### src/rtl/mdu_seq.sv
// mdu_seq: multi-cycle MULT/DIV sequencer owning HI/LO, shared shift-add / restoring-divide datapath
module mdu_seq #(
  parameter int WIDTH = 32,
  parameter int CNT_W = 6
) (
  input  logic             clk,
  input  logic             rst,
  input  logic             start,
  input  logic [2:0]       op,
  input  logic [WIDTH-1:0] a,
  input  logic [WIDTH-1:0] b,
  output logic             busy,
  output logic             done,
  output logic             div_zero,
  output logic [WIDTH-1:0] hi,
  output logic [WIDTH-1:0] lo
);
  localparam logic [1:0] S_IDLE = 2'd0, S_ITER = 2'd1, S_FIX = 2'd2, S_DONE = 2'd3;
  logic [1:0] state;
  logic [CNT_W-1:0] cnt;
  logic [2*WIDTH:0] p, mul_next, div_next;
  logic [WIDTH:0] md, ext_a, ext_b, abs_a, abs_b, add, trial;
  logic [2*WIDTH-1:0] prod;
  logic is_div, neg_q, neg_r, sgn, ge;
  // p holds {partial remainder / product high, multiplier / dividend-quotient}
  always_comb begin
    sgn = ~op[0];
    ext_a = {sgn & a[WIDTH-1], a};
    ext_b = {sgn & b[WIDTH-1], b};
    abs_a = ext_a[WIDTH] ? -ext_a : ext_a;
    abs_b = ext_b[WIDTH] ? -ext_b : ext_b;
    add = p[2*WIDTH:WIDTH] + (p[0] ? md : '0);
    mul_next = {1'b0, add, p[WIDTH-1:1]};
    trial = {p[2*WIDTH-1:WIDTH], p[WIDTH-1]};
    ge = trial >= md;
    div_next = {ge ? trial - md : trial, p[WIDTH-2:0], ge};
    prod = neg_q ? -p[2*WIDTH-1:0] : p[2*WIDTH-1:0];
  end
  always_ff @(posedge clk or posedge rst) begin
    if (rst) begin
      state <= S_IDLE;
      cnt <= '0;
      p <= '0;
      md <= '0;
      is_div <= 1'b0;
      neg_q <= 1'b0;
      neg_r <= 1'b0;
      busy <= 1'b0;
      done <= 1'b0;
      div_zero <= 1'b0;
      hi <= '0;
      lo <= '0;
    end else begin
      done <= 1'b0;
      case (state)
        S_IDLE: if (start) begin
          if (op == 3'd4) hi <= a;
          else if (op == 3'd5) lo <= a;
          else if (op < 3'd4) begin
            if (op[1] && b == '0) begin
              div_zero <= 1'b1;
              done <= 1'b1;
              state <= S_DONE;
            end else begin
              p <= {{(WIDTH+1){1'b0}}, op[1] ? abs_a[WIDTH-1:0] : abs_b[WIDTH-1:0]};
              md <= op[1] ? abs_b : abs_a;
              neg_q <= ext_a[WIDTH] ^ ext_b[WIDTH];
              neg_r <= ext_a[WIDTH];
              is_div <= op[1];
              div_zero <= 1'b0;
              cnt <= '0;
              busy <= 1'b1;
              state <= S_ITER;
            end
          end
        end
        S_ITER: begin
          p <= is_div ? div_next : mul_next;
          cnt <= cnt + 1'b1;
          if (cnt == CNT_W'(WIDTH-1)) state <= S_FIX;
        end
        S_FIX: begin
          if (is_div) begin
            lo <= neg_q ? -p[WIDTH-1:0] : p[WIDTH-1:0];
            hi <= neg_r ? -p[2*WIDTH-1:WIDTH] : p[2*WIDTH-1:WIDTH];
          end else {hi, lo} <= prod;
          busy <= 1'b0;
          done <= 1'b1;
          state <= S_DONE;
        end
        default: state <= S_IDLE;
      endcase
    end
  end
endmodule

### config.mk
export PLATFORM = sky130hd
export DESIGN_NAME = mdu_seq
export DESIGN_NICKNAME = d
export VERILOG_FILES = /design/src/rtl/mdu_seq.sv
export SDC_FILE = /design/constraint.sdc
export NUM_CORES = 1
export LEC_CHECK = 0
export CORE_UTILIZATION = 45
export DETAILED_ROUTE_END_ITERATION = 7
export MAX_ROUTING_LAYER = met4
export SYNTH_ARGS = -nofsm -noshare
export SYNTH_HDL_FRONTEND = slang
export SYNTH_SLANG_ARGS = --single-unit
### constraint.sdc
create_clock -name clk -period 16.2 [get_ports clk]
set_input_delay 4.86 -clock clk [delete_from_list [all_inputs] [get_ports clk]]
set_output_delay 4.86 -clock clk [all_outputs]
set_load 0.01 [all_outputs]
---- Word level (Yosys, flattened, before mapping) ----
Index checks and enable logic that the tools add are counted.
cells by class
  add/subtract/negate cells ............... 8
  multipliers ............................. 0
  divide/modulo/power cells ............... 0
  order comparisons ....................... 2
  equality and inequality tests ........... 13
  shift operators ......................... 0
  mux-type cells .......................... 50
  bitwise logic cells ..................... 7
  reductions and logical operators ........ 12
operators with widths
  kind                                            count
  2-to-1 mux 65 bit                               6
  2-to-1 mux 32 bit                               10
  2-to-1 mux 33 bit                               5
  one-hot mux 65 bit (2 select lines)             1
  one-hot mux 32 bit (2 select lines)             2
  negation 33 bit                                 2
  2-to-1 mux 64 bit                               1
  negation 32 bit                                 2
  negation 64 bit                                 1
  adder 33 bit                                    1
  >= comparator 33 bit                            1
  subtractor 33 bit                               1
  zero test 32 bit                                1
  2-to-1 mux 6 bit                                5
  AND reduction 6 bit                             3
  != test 2 bit (second input constant)           8
  2-to-1 mux 2 bit                                6
  one-hot mux 6 bit (2 select lines)              1
  2-to-1 mux 1 bit                                10
  AND reduction 5 bit                             2
  adder 6 x 1 -> 6 bit (second input constant)    1
  == test 3 bit (second input constant)           2
  == test 6 x 5 -> 1 bit (second input constant)  1
  one-hot mux 2 bit (3 select lines)              1
  other kinds (12)                                18
storage, ports and cells
  flip-flop bits (word level) ............. 176
  latch bits .............................. 0
  bits in writable memories ............... 0
  ROM bits ................................ 0
  input port bits ......................... 70
  output and inout port bits .............. 67
  logic and storage cells ................. 104
  memories kept ........................... 0

---- Logic depth before layout (Yosys ltp) ----
Gate-level depths: netlist of run 1.
  word-level depth ........................ 11
  mapped depth ............................ 14
  depth with buffers taken out ............ 13

---- Worst setup path after synthesis of run 1 ----
No wires, ideal clock.
  path type ............................... in2reg
  start ................................... input port a[9]
  end ..................................... register p[28]
  library setup time ...................... 134 ps
  arrival ................................. 7,332 ps
  data required time ...................... 16,066 ps
  path slack .............................. 8,734 ps
  stages on the path ...................... 8
  buffers on the path ..................... 0
  cell sequence ........................... or4_4 or4_4 or4b_4 or2_4 o41ai_2 xnor2_1 a221oi_2 o21ai_0
between the ends
  cells in the longest elaborated chain, start to end .. 9
ends and longest elaborated chain
  what                                 line  source
  start, declared                      10    input logic [WIDTH-1:0] a,
  negation 33 bit                      30    abs_a = ext_a[WIDTH] ? -ext_a : ext_a;
  2-to-1 mux 33 bit                    30
  2-to-1 mux 32 bit                    65    p <= {{(WIDTH+1){1'b0}}, op[1] ? abs_a[WIDTH-1:0] : abs_b[WIDTH-1:0]};
  2-to-1 mux 65 bit                    60    if (op[1] && b == '0) begin
  2-to-1 mux 65 bit                    59    else if (op < 3'd4) begin
  2-to-1 mux 65 bit                    58    else if (op == 3'd5) lo <= a;
  2-to-1 mux 65 bit                    57    if (op == 3'd4) hi <= a;
  2-to-1 mux 65 bit                    56    S_IDLE: if (start) begin
  one-hot mux 65 bit (2 select lines)  55    case (state)
  end signal, assigned                 65
  end signal, assigned                 78    p <= is_div ? div_next : mul_next;
  end, declared                        21    logic [2*WIDTH:0] p, mul_next, div_next;
Every way passes these cells. The select of a mux whose other input is x is not followed.
A chain may end at the register's enable or synchronous reset.

---- Worst setup path in the final report of run 1 ----
  start ................................... input port b[11]
  end ..................................... register cnt[5]
between the ends
  cells in the longest elaborated chain, start to end .. 4
ends and longest elaborated chain
  what                                  line  source
  start, declared                       11    input logic [WIDTH-1:0] b,
  zero test 32 bit                      60
  logical AND 1 bit                     60
  != test 2 bit (no source line)        n/a
  AND reduction 6 bit (no source line)  n/a
  end signal, assigned                  79    cnt <= cnt + 1'b1;
  end, declared                         20    logic [CNT_W-1:0] cnt;
Every way passes these cells.

==> summary.json, run 1 <==
{
  "cts_resized": 0,
  "cp_data_arrival_time_ns": 8.86,
  "rsz_0062_raised_after_global_routing": "no",
  "highest_attainable_clock_frequency_mhz": 117,
  "timing.critical_path.required_ns": 16.53,
  "floorplan.io_pins": 137,
  "r2r_setup_slack_ns": 11.07,
  "antenna_found_initial": 0,
  "p_comb_share_pct": 64.3,
  "critical_path_buf_inv_count": 2,
  "insertion_delay_ns": 0.45,
  "ir_drop_mv": 0.0965,
  "postSynthRegisterBits": 176,
  "cts_hold_buffers": 0,
  "setup_repair_bufs_after_cts": 0,
  "clock_tree.buffer_depth": 2,
  "power.share.sequential_pct": 24.0,
  "power_density_nw_per_um2": 217,
  "synth_edf_count": 0,
  "finalHoldViolations": 0,
  "design_internal_power_mw": 1.86,
  "cts_tree": "built",
  "clk_pin_slew_worst_paths_ns": 0.08,
  "power_leakage_nw": 7.48,
  "routed-via-count": 15400,
  "postSynthAreaPerCell_sq_um": 7.71,
  "tightestPinTransition_ns": 1.03,
  "numCtsBuffers": 17,
  "post-route-min-period_ns": 8.52,
  "fin_nets": 2196,
  "drt_first_iter_violations": 1458,
  "synth_warnings": 0,
  "timing.final.max_slew_violations": 0,
  "critPathLaunchType": "input pin",
  "critPathMaxFanout": 61,
  "timing_worst_setup_path_type": "in -> reg",
  "post_synthesis_net_count": 2133,
  "min-delay-path-class": "reg -> reg",
  "totalPowerFinal_mw": 3.83,
  "global_route.overflow_total": 0,
  "worst_path_dominant_cell_family": "simple AND/OR/NAND/NOR gates",
  "antenna_cells": 0,
  "grt_pass1_vias": 14300,
  "placement.io_buffers": 136,
  "clockPowerShare_pct": 11.7,
  "route.detailed.drc": 0,
  "worst_path_max_stage_delay_ns": 0.66,
  "dr.pass1.iters": 5,
  "ys_async_sr_fraction_pct": 100,
  "die_x_um": 187,
  "floorplan.initialDensity_pct": 45.7,
  "die_area_sq_um": 34800,
  "routedWlPerCell_um": 23.4,
  "fp.dieH_um": 187,
  "finalCritPeriodShare_pct": 52.6,
  "netlist_instances": 1987,
  "slowest_stage": "nand2_2",
  "worstPathCellList": "clkdlybuf4s50_1, or4_1, nor4bb_1, nand4_1, nand2_2, buf_4, nor3_1, xnor2_1, nor2_1",
  "yosysUniqueCellTypes": 76,
  "layout.area.seq_sq_um": 4410,
  "yosysSeqAreaShare_pct": 28.7,
  "finalSetupViolations": 0,
  "tns_ns": 0,
  "timing.hold.ws_ns": 0.472,
  "area_of_the_multi_input_gates_sq_um": 10200,
  "route.antenna.remaining_nets": 0,
  "netSwitchingPower_mw": 1.97,
  "vias_per_std_cell": 6.13,
  "mappedNetlistArea_sq_um": 15300,
  "crit_path_end_kind": "flip-flop",
  "grt_pass1_wl_mm": 88.9,
  "fin_worst_skew_ns": 0.0161,
  "layout_overhead_on_the_synthesized_area_pct": 15.0,
  "fill_cells": 3313,
  "cts-htree-levels": 4,
  "drt-total-wl_mm": 58.7,
  "drive_gt1_share_pct": 5.38,
  "switching_share_pct": 51.3,
  "drv_cap": 0,
  "outcome": "finished, final reports clean",
  "rows": 67,
  "cell_count_post_placement": 2479,
  "grt_max_degree": 94,
  "clk_sinks": 176,
  "post_layout_instance_count_excluding_filler_cells": 2511,
  "ys_dominant_reg_cell": "dfrtp_1",
  "place.gp.congestion": 1.00,
  "slew_headroom_pct": 31.5,
  "area_of_the_core_sq_um": 33500,
  "clockRootBuffer": "clkbuf_16",
  "place.detailed.hpwl_mm": 45.8,
  "globalRouteTotalUtil_pct": 34.6
}
==> tightest hold or removal path, cell delays in order, from the launching register on <==
cell,delay [ns]
dfrtp_1,0.35
nand2_1,0.05
nand2_1,0.05
==> logic make-up after synthesis <==
kind of cell / synth area share, %
AO/OA/AOI/OAI: 26.7
flip-flops: 28.7
XOR/XNOR: 9.95
buffers and inverters: 4.87
multiplexers: 4.19
AND/OR/NAND/NOR: 19.2
adder cells (fa/ha/maj): 6.30
==> power by group through the flow <==
stage / clock network (mW) / registers [mW] / logic (mW)
after floorplan: 0 / 0.829 / 1.67
after global placement: 0 / 0.909 / 2.40
after detailed placement: 0 / 0.916 / 2.42
after CTS: 0.453 / 0.907 / 2.43
after global routing: 0.471 / 0.941 / 2.69
final: 0.449 / 0.919 / 2.46
==> Yosys cell counts, drive strengths merged, types with 16 or more instances <==
library cell	instances	share of area, %
a211oi	38	1.9
a21o	35	1.7
a21oi	189	6.2
buf	17	0.51
clkbuf	95	2.3
dfrtp	176	29
ha	74	6.0
inv	81	2.0
mux2	25	1.8
mux2i	36	2.4
nand2	234	5.7
nand2b	16	0.65
nand3	35	1.1
nor2	190	4.7
nor3	42	1.4
nor4	19	0.78
o211ai	16	0.78
o21ai	219	7.2
o31ai	34	1.7
or3	17	0.69
xnor2	85	4.9
xor2	89	5.1
==> metal layers <==
layer / vias up / routed length (um) / track usage, %
li1: 7270 / - / -
met5: - / 0 / -
met2: 673 / 24500 / 48.4
met4: 0 / 1800 / 11.7
met3: 82 / 5000 / 6.02
met1: 7370 / 27400 / 49.8
==> layout make-up <==
class                   instances  share of cell area, %
multi-input cells            1616                   57.9
flip-flops and latches        176                   25.0
repair buffers                156                   8.55
well taps                     448                   3.18
clock buffers                  19                   2.51
inverters                      83                   1.80
clock inverters                13                   1.01
==> worst paths after layout <==
path | start | to | cells past startpoint
setup / recovery | b[11] | cnt[5]$_DFFE_PP0P_ | 9
hold / removal | md[20]$_DFFE_PP0P_ | md[20]$_DFFE_PP0P_ | 2
setup reg to reg | p[0]$_DFFE_PP0P_ | p[60]$_DFFE_PP0P_ | 12
hold reg to reg | md[20]$_DFFE_PP0P_ | md[20]$_DFFE_PP0P_ | 2
max in group asynchronous | rst | state[1]$_DFFE_PP0P_ | 3
min in group asynchronous | rst | lo[23]$_DFFE_PP0P_ | 2
==> through the flow <==
stage / area (sq um) / utilization (%) / setup slack (ns)
finish: 17600 / 52.5 / 7.68
global route: 17600 / 52.5 / 7.48
CTS: 17600 / 52.5 / 7.79
detailed placement: 17000 / 50.7 / 7.35
global placement: 17000 / 50.7 / 7.45
floorplan: 15300 / - / 6.57
==> layout by cell type, fill, tap and decap left out, drive strengths merged, types with 12 or more instances in the layout <==
master / count
o41ai: 15
clkbuf: 19
nor2b: 14
buf: 21
a31oi: 13
o211ai: 16
ha: 74
inv: 86
nor3: 42
nand4: 12
a21oi: 189
and2: 13
or4: 14
nand3: 35
a21o: 35
a211oi: 38
o31ai: 34
or3: 17
o21ai: 219
mux2: 25
nor2: 190
nand2: 234
dfrtp: 176
xor2: 89
clkdlybuf4s50: 135
xnor2: 85
mux2i: 36
and3: 13
nand2b: 16
nor4: 19
==> sequential cells by signal (all words and copies together), names as in the netlist, 2 cells and up <==
register / flops
p: 65
md: 33
hi: 32
lo: 32
cnt: 6
state: 2
Power figures use the tool's default switching activity.
==> inputs of run 2 (changes only) <==
--- a/config.mk
+++ b/config.mk
@@ -8,6 +8,7 @@
 export CORE_UTILIZATION = 45
 export DETAILED_ROUTE_END_ITERATION = 7
 export MAX_ROUTING_LAYER = met4
+export PLACE_DENSITY = 0.67
 export SYNTH_ARGS = -nofsm -noshare
 export SYNTH_HDL_FRONTEND = slang
 export SYNTH_SLANG_ARGS = --single-unit
==> constraint.sdc (replaced) <==
create_clock -name clk -period 7.7 [get_ports clk]
set_input_delay 2.31 -clock clk [delete_from_list [all_inputs] [get_ports clk]]
set_output_delay 2.31 -clock clk [all_outputs]
set_load 0.01 [all_outputs]
==> summary.json, run 2 (synthesized netlist as in run 1, its figures left out) <==
{
  "outcome": "finished, final reports clean",
  "critPathLaunchType": "input pin",
  "grt_pass1_vias": {"value": 14300, "change": "-0.47%"},
  "ir_drop": {"value": 0.219, "unit": "mV", "change": "+130%"},
  "antenna_found_initial": {"value": 1, "change": "+1"},
  "route.detailed.drc": {"value": 0, "change": "unchanged"},
  "fill_cells": {"value": 3291, "change": "-0.66%"},
  "layout.cells.most_common": "nand2_1",
  "clockRootBuffer": "clkbuf_16",
  "cts_resized": {"value": 0, "change": "unchanged"},
  "globalRoute.busiestLayer": "met2",
  "setup_repair_bufs_after_cts": {"value": 0, "change": "unchanged"},
  "antenna_cells": {"value": 0, "change": "unchanged"},
  "insertion_delay": {"value": 0.46, "unit": "ns", "change": "about the same"},
  "layout_overhead_on_the_synthesized_area_pct": 14.6,
  "critical_path.reg2reg.endpoint": "p[60]$_DFFE_PP0P_",
  "power_density": {"value": 452, "unit": "nW/um^2", "change": "+110%"},
  "hold_path_startpoint": "md[22]$_DFFE_PP0P_",
  "gr-usage-met1": {"value": 44.5, "unit": "%", "change": "-5.3 points"},
  "finalHoldViolations": {"value": 0, "change": "unchanged"},
  "area_of_the_core": {"value": 33500, "unit": "sq um", "change": "unchanged"},
  "cts-htree-levels": {"value": 4, "change": "unchanged"},
  "floorplan.io_pins": {"value": 137, "change": "unchanged"},
  "clk_pin_slew_worst_paths": {"value": 0.08, "unit": "ns", "change": "about the same"},
  "timing.critical_path.required": {"value": 8.03, "unit": "ns", "change": "-8.50 ns"},
  "route.antenna.remaining_nets": {"value": 0, "change": "unchanged"},
  "fp.dieH": {"value": 187, "unit": "um", "change": "unchanged"},
  "met2_resource_use_gr": {"value": 48.7, "unit": "%", "change": "+0.24 points"},
  "timing_worst_setup_path_type": "in -> reg",
  "cts_tree": "built",
  "finalSetupViolations": {"value": 0, "change": "unchanged"},
  "largest_register_ffs": {"value": 65, "change": "unchanged"},
  "post_dp_cell_area": {"value": 17000, "unit": "sq um", "change": "-0.13%"},
  "place.gp.congestion": {"value": 0.982, "change": "-2.0%"},
  "globalRouteTotalUtil": {"value": 32.9, "unit": "%", "change": "-1.7 points"},
  "final_cell_mix": "233 x nand2_1, 216 x o21ai_0, 188 x a21oi_1, 188 x nor2_1, 175 x dfrtp_1",
  "cp_data_arrival_time": {"value": 6.43, "unit": "ns", "change": "-2.43 ns"},
  "drive_gt1_share": {"value": 5.29, "unit": "%", "change": "-0.089 points"},
  "layout.area.seq": {"value": 4410, "unit": "sq um", "change": "unchanged"},
  "numCtsBuffers": {"value": 17, "change": "unchanged"},
  "postLayoutCellArea": {"value": 17600, "unit": "sq um", "change": "-0.29%"},
  "groute.layer.met3.usage": {"value": 6.19, "unit": "%", "change": "+0.17 points"},
  "r2r_setup_slack": {"value": 2.65, "unit": "ns", "change": "-8.42 ns"},
  "final_core_density": {"value": 52.4, "unit": "%", "change": "-0.15 points"},
  "area_of_the_multi_input_gates": {"value": 10200, "unit": "sq um", "change": "unchanged"},
  "global_route.overflow_total": {"value": 0, "change": "unchanged"},
  "timing.final.max_slew_violations": {"value": 0, "change": "unchanged"},
  "rows": {"value": 67, "change": "unchanged"},
  "highest_attainable_clock_frequency_mhz": 164,
  "max_flop_register": "p",
  "rsz_0062_raised_after_global_routing": "no",
  "largestRegisters": "p: 65 flops, md: 33 flops",
  "die_area": {"value": 34800, "unit": "sq um", "change": "unchanged"},
  "fin_worst_skew": {"value": 0.0184, "unit": "ns", "change": "+0.00227 ns"},
  "min-delay-path-class": "reg -> reg",
  "grt_pass1_wl": {"value": 85.6, "unit": "mm", "change": "-3.8%"},
  "crit_path_end_kind": "flip-flop",
  "floorplan.initialDensity": {"value": 45.7, "unit": "%", "change": "unchanged"},
  "critPathMaxFanout": {"value": 14, "change": "-77%"},
  "die_x": {"value": 187, "unit": "um", "change": "unchanged"},
  "routedWlPerCell": {"value": 22.6, "unit": "um", "change": "-3.4%"},
  "clk_sinks": {"value": 176, "change": "unchanged"},
  "timing.hold.worst_endpoint": "md[22]$_DFFE_PP0P_",
  "finalCritPeriodShare_pct": 79.2,
  "reg2reg_path_depth": {"value": 13, "change": "+1"},
  "drt_first_iter_violations": {"value": 1822, "change": "+25%"},
  "critical_path.reg2reg.startpoint": "p[0]$_DFFE_PP0P_",
  "fin_nets": {"value": 2193, "change": "-0.14%"},
  "slew_headroom": {"value": 4.20, "unit": "%", "change": "-27 points"},
  "cts_hold_buffers": {"value": 0, "change": "unchanged"},
  "placement.io_buffers": {"value": 136, "change": "unchanged"},
  "hold-path-cell-count": {"value": 2, "change": "unchanged"},
  "power_leakage": {"value": 7.46, "unit": "nW", "change": "-0.37%"},
  "drt-total-wl": {"value": 56.6, "unit": "mm", "change": "-3.5%"},
  "tightestPinTransition": {"value": 1.43, "unit": "ns", "change": "+0.406 ns"},
  "place.detailed.hpwl": {"value": 43.5, "unit": "mm", "change": "-5.1%"},
  "clock_tree.buffer_depth": {"value": 2, "change": "unchanged"},
  "grt_max_degree": {"value": 101, "change": "+7.4%"},
  "vias_per_std_cell": {"value": 6.20, "change": "+1.1%"},
  "routed-via-count": {"value": 15500, "change": "+0.99%"},
  "dr.pass1.iters": {"value": 6, "change": "+1"},
  "drv_cap": {"value": 0, "change": "unchanged"},
  "post-route-min-period_ns": 6.10,
  "totalPowerFinal": {"value": 7.94, "unit": "mW", "change": "+110%"},
  "tns": {"value": 0, "unit": "ns", "change": "unchanged"}
}
==> run 2: cell types whose count changed in the layout (fill, tap and decap cells not counted), moves of 3 or more <==
cell / change
buf_4: -3
bufinv_16: -3
clkinv_8: +3
inv_8: +3
==> run 2: layout make-up <==
type / instances / area share, %
Tap cell: 448 / 3.19
Multi-Input combinational cell: 1616 / 58.1
Timing Repair Buffer: 153 / 8.45
Sequential cell: 176 / 25.1
Clock buffer: 17 / 2.42
Clock inverter: 15 / 0.947
Inverter: 83 / 1.80
==> run 2: stage by stage <==
| step | cells | hold slack (ns) | worst slack [ns] |
|---|---|---|---|
| final | 2508 | 0.479 | 1.60 |
| after CTS | 2508 | 0.483 | 1.77 |
| after global routing | 2508 | 0.496 | 1.54 |
| after detailed placement | 2476 | 0.465 | 1.32 |
| after global placement | 2476 | 0.459 | 1.54 |
| after floorplan | 1987 | 0.439 | 0.616 |
==> run 2: power breakdown <==
group	total (mW)	leakage, nW	internal (mW)	switching (mW)
logic	5.08	4.96	2.05	3.03
clock network	0.905	0.290	0.438	0.467
registers	1.95	2.20	1.34	0.604
total	7.94	7.46	3.83	4.10
==> run 2: how the worst max path moves through the flow <==
stage               startpoint                 to  slack, ns  cells after the start
global placement         b[11]  p[59]$_DFFE_PP0P_       1.54                     10
detailed placement       b[11]  p[59]$_DFFE_PP0P_       1.32                     10
global route             b[11]  p[59]$_DFFE_PP0P_       1.54                     10
CTS                      b[11]  p[59]$_DFFE_PP0P_       1.77                     10
finish                   b[11]  p[59]$_DFFE_PP0P_       1.60                     10
floorplan                  rst   busy$_DFFE_PP0P_       0.62                      1
==> run 2: critical path: stages <==
cell	delay, ns
clkdlybuf4s50_1	0.48
or4_1	0.65
nor4bb_1	0.69
nand4_1	0.58
and3_1	0.55
nand2_1	0.63
nor2_1	0.08
o21ai_0	0.10
o31ai_1	0.09
a221o_1	0.27
==> run 2: routing by layer <==
| layer | up-vias | wire length (um) |
|---|---|---|
| met5 | - | 0 |
| met4 | 0 | 2040 |
| met3 | 120 | 4760 |
| met2 | 742 | 24700 |
| met1 | 7419 | 25200 |
| li1 | 7266 | - |
==> inputs of run 3 (changes only) <==
==> constraint.sdc (replaced) <==
create_clock -name clk -period 5.56 [get_ports clk]
set_input_delay 1.668 -clock clk [delete_from_list [all_inputs] [get_ports clk]]
set_output_delay 1.668 -clock clk [all_outputs]
set_load 0.01 [all_outputs]
==> summary.json, run 3 (synthesized netlist as in run 1, its figures left out) <==
{
  "route.antenna.remaining_nets": {"value": 0, "change": "unchanged"},
  "finalHoldViolations": {"value": 0, "change": "unchanged"},
  "die_x": {"value": 187, "unit": "um", "change": "unchanged"},
  "timing.final.max_slew_violations": {"value": 0, "change": "unchanged"},
  "critPathMaxFanout": {"value": 6, "change": "-8"},
  "highest_attainable_clock_frequency_mhz": 217,
  "clk_pin_slew_worst_paths": {"value": 0.08, "unit": "ns", "change": "about the same"},
  "drt_first_iter_violations": {"value": 1620, "change": "-11%"},
  "largestRegisters": "p: 65 flops, md: 33 flops",
  "netSwitchingPower": {"value": 5.72, "unit": "mW", "change": "+39%"},
  "grt_pass1_wl": {"value": 88.6, "unit": "mm", "change": "+3.5%"},
  "power_leakage": {"value": 7.57, "unit": "nW", "change": "+1.5%"},
  "critical_path_buf_inv_count": {"value": 1, "change": "unchanged"},
  "totalPowerFinal": {"value": 11.2, "unit": "mW", "change": "+41%"},
  "worst_path_max_stage_delay": {"value": 0.56, "unit": "ns", "change": "-0.13 ns"},
  "insertion_delay": {"value": 0.45, "unit": "ns", "change": "about the same"},
  "largest_register_ffs": {"value": 65, "change": "unchanged"},
  "floorplan.initialDensity": {"value": 45.7, "unit": "%", "change": "unchanged"},
  "antenna_found_initial": {"value": 1, "change": "unchanged"},
  "layout.cells.most_common": "nand2_1",
  "power.share.sequential": {"value": 23.7, "unit": "%", "change": "-0.9 points"},
  "worst_path_dominant_cell_family": "simple AND/OR/NAND/NOR gates",
  "globalRouteTotalUtil": {"value": 34.2, "unit": "%", "change": "+1.3 points"},
  "final_cell_mix": "233 x nand2_1, 216 x o21ai_0, 188 x a21oi_1, 188 x nor2_1, 175 x dfrtp_1",
  "cts_hold_buffers": {"value": 0, "change": "unchanged"},
  "timing_worst_setup_path_type": "in -> reg",
  "crit_path_end_kind": "flip-flop",
  "p_comb_share": {"value": 65.2, "unit": "%", "change": "+1.2 points"},
  "fill_cells": {"value": 3309, "change": "+0.55%"},
  "worstPathCellList": "clkdlybuf4s50_1, or4_4, or4_4, or4b_4, or2_4, o41ai_2, xnor2_1, a221oi_2, o21ai_0",
  "dr.pass1.iters": {"value": 5, "change": "-1"},
  "drive_gt1_share": {"value": 6.29, "unit": "%", "change": "+1.0 points"},
  "min-delay-path-class": "reg -> reg",
  "route.detailed.drc": {"value": 0, "change": "unchanged"},
  "place.detailed.hpwl": {"value": 44.9, "unit": "mm", "change": "+3.2%"},
  "numCtsBuffers": {"value": 17, "change": "unchanged"},
  "fin_nets": {"value": 2217, "change": "+1.1%"},
  "vias_per_std_cell": {"value": 6.18, "change": "-0.37%"},
  "cts_tree": "built",
  "drt-total-wl": {"value": 58.2, "unit": "mm", "change": "+2.7%"},
  "clockPowerShare": {"value": 11.1, "unit": "%", "change": "-0.3 points"},
  "hold_path_startpoint": "md[29]$_DFFE_PP0P_",
  "timing.critical_path.required": {"value": 5.88, "unit": "ns", "change": "-2.15 ns"},
  "tightestPinTransition": {"value": 1.17, "unit": "ns", "change": "-0.269 ns"},
  "grt_max_degree": {"value": 95, "change": "-5.9%"},
  "clockRootBuffer": "clkbuf_16",
  "routedWlPerCell": {"value": 23.0, "unit": "um", "change": "+1.7%"},
  "floorplan.io_pins": {"value": 137, "change": "unchanged"},
  "setup_repair_bufs_after_cts": {"value": 0, "change": "unchanged"},
  "finalCritPeriodShare_pct": 82.9,
  "place.gp.congestion": {"value": 0.997, "change": "+1.5%"},
  "power_density": {"value": 628, "unit": "nW/um^2", "change": "+39%"},
  "ir_drop": {"value": 0.277, "unit": "mV", "change": "+26%"},
  "max_flop_register": "p",
  "slew_headroom": {"value": 22.3, "unit": "%", "change": "+18 points"},
  "cts-htree-levels": {"value": 4, "change": "unchanged"},
  "critPathMostFrequentCell": "or4_4",
  "finalSetupViolations": {"value": 0, "change": "unchanged"},
  "grt_pass1_vias": {"value": 14600, "change": "+2.6%"},
  "cts_resized": {"value": 0, "change": "unchanged"},
  "slowest_stage": "or4_4",
  "layout_overhead_on_the_synthesized_area_pct": 15.9,
  "critical_path.reg2reg.startpoint": "p[0]$_DFFE_PP0P_",
  "worstSetupStartpoint": "a[7]",
  "drv_cap": {"value": 0, "change": "unchanged"},
  "rows": {"value": 67, "change": "unchanged"},
  "tns": {"value": 0, "unit": "ns", "change": "unchanged"},
  "fin_worst_skew": {"value": 0.0224, "unit": "ns", "change": "+0.00400 ns"},
  "clk_sinks": {"value": 176, "change": "unchanged"},
  "die_area": {"value": 34800, "unit": "sq um", "change": "unchanged"},
  "area_of_the_core": {"value": 33500, "unit": "sq um", "change": "unchanged"},
  "clock_tree.buffer_depth": {"value": 2, "change": "unchanged"},
  "routed-via-count": {"value": 15600, "change": "+0.58%"},
  "critPathLaunchType": "input pin",
  "design_internal_power": {"value": 5.43, "unit": "mW", "change": "+42%"},
  "post-route-min-period_ns": 4.61,
  "rsz_0062_raised_after_global_routing": "no",
  "switching_share": {"value": 51.3, "unit": "%", "change": "-0.44 points"},
  "cp_data_arrival_time": {"value": 4.93, "unit": "ns", "change": "-1.50 ns"},
  "global_route.overflow_total": {"value": 0, "change": "unchanged"},
  "outcome": "finished, final reports clean",
  "fp.dieH": {"value": 187, "unit": "um", "change": "unchanged"},
  "placement.io_buffers": {"value": 136, "change": "unchanged"}
}
==> run 3: cell count changes in the layout (fill, tap and decap cells not counted), sizes merged <==
cell      delta
buf         +24
bufinv       +1
clkbuf       +3
clkinvlp     +2
diode        +1
inv          -7
==> run 3: power by group through the flow <==
stage	clock network, mW	registers (mW)	logic (mW)
2_1_floorplan	0	2.41	4.88
3_3_place_gp	0	2.62	7.05
3_5_place_dp	0	2.64	7.13
4_1_cts	1.24	2.61	7.17
5_1_grt	1.29	2.71	7.94
6_report	1.23	2.64	7.27
==> run 3: area by class of cell <==
type / count / area, sq um / share of cell area (%)
tap: 448 / 561 / 3.16
multi-input combinational: 1616 / 10200 / 57.5
timing repair buffer: 177 / 1700 / 9.58
clock inverter: 11 / 109 / 0.613
antenna: 1 / 2.50 / 0.0141
sequential: 176 / 4410 / 24.8
inverter: 83 / 315 / 1.78
clock buffer: 20 / 457 / 2.57
==> run 3: metal layers <==
metal  routed length, um  up-vias  share of wire (%)  global-route usage [%]
met3                4770      108                8.2                    5.53
met4                2130        0                3.7                    13.3
li1                    -     7320                  -                       -
met5                   0        -                  0                       -
met1               26200     7459                 45                    47.1
met2               25100      750                 43                    50.0
==> run 3: tightest hold or removal path: cells and delay by family, from the launching register on <==
family / cells / cell delay, ns
and+or+nand+nor: 2 / 0.10
DFF: 1 / 0.35
==> run 3: final timing paths <==
kind / end / slack (ns) / cells past startpoint
worst max-delay path: p[28]$_DFFE_PP0P_ / 0.95 / 9
worst min-delay path: md[29]$_DFFE_PP0P_ / 0.47 / 2
worst max register to register: p[63]$_DFFE_PP0P_ / 1.17 / 13
worst min register to register: md[29]$_DFFE_PP0P_ / 0.47 / 2
max in group asynchronous: is_div$_DFFE_PP0P_ / 3.23 / 3
min in group asynchronous: lo[20]$_DFFE_PP0P_ / 1.48 / 2
==> run 3: through the flow <==
step	hold slack [ns]	util [%]	setup WS (ns)	cells	cell area (sq um)
finish	0.472	53.0	0.951	2532	17800
global route	0.494	53.0	0.877	2532	17800
CTS	0.474	53.0	1.02	2531	17800
detailed placement	0.457	51.3	0.566	2500	17200
global placement	0.454	51.3	0.636	2500	17200
floorplan	0.439	-	1.29	1987	15300
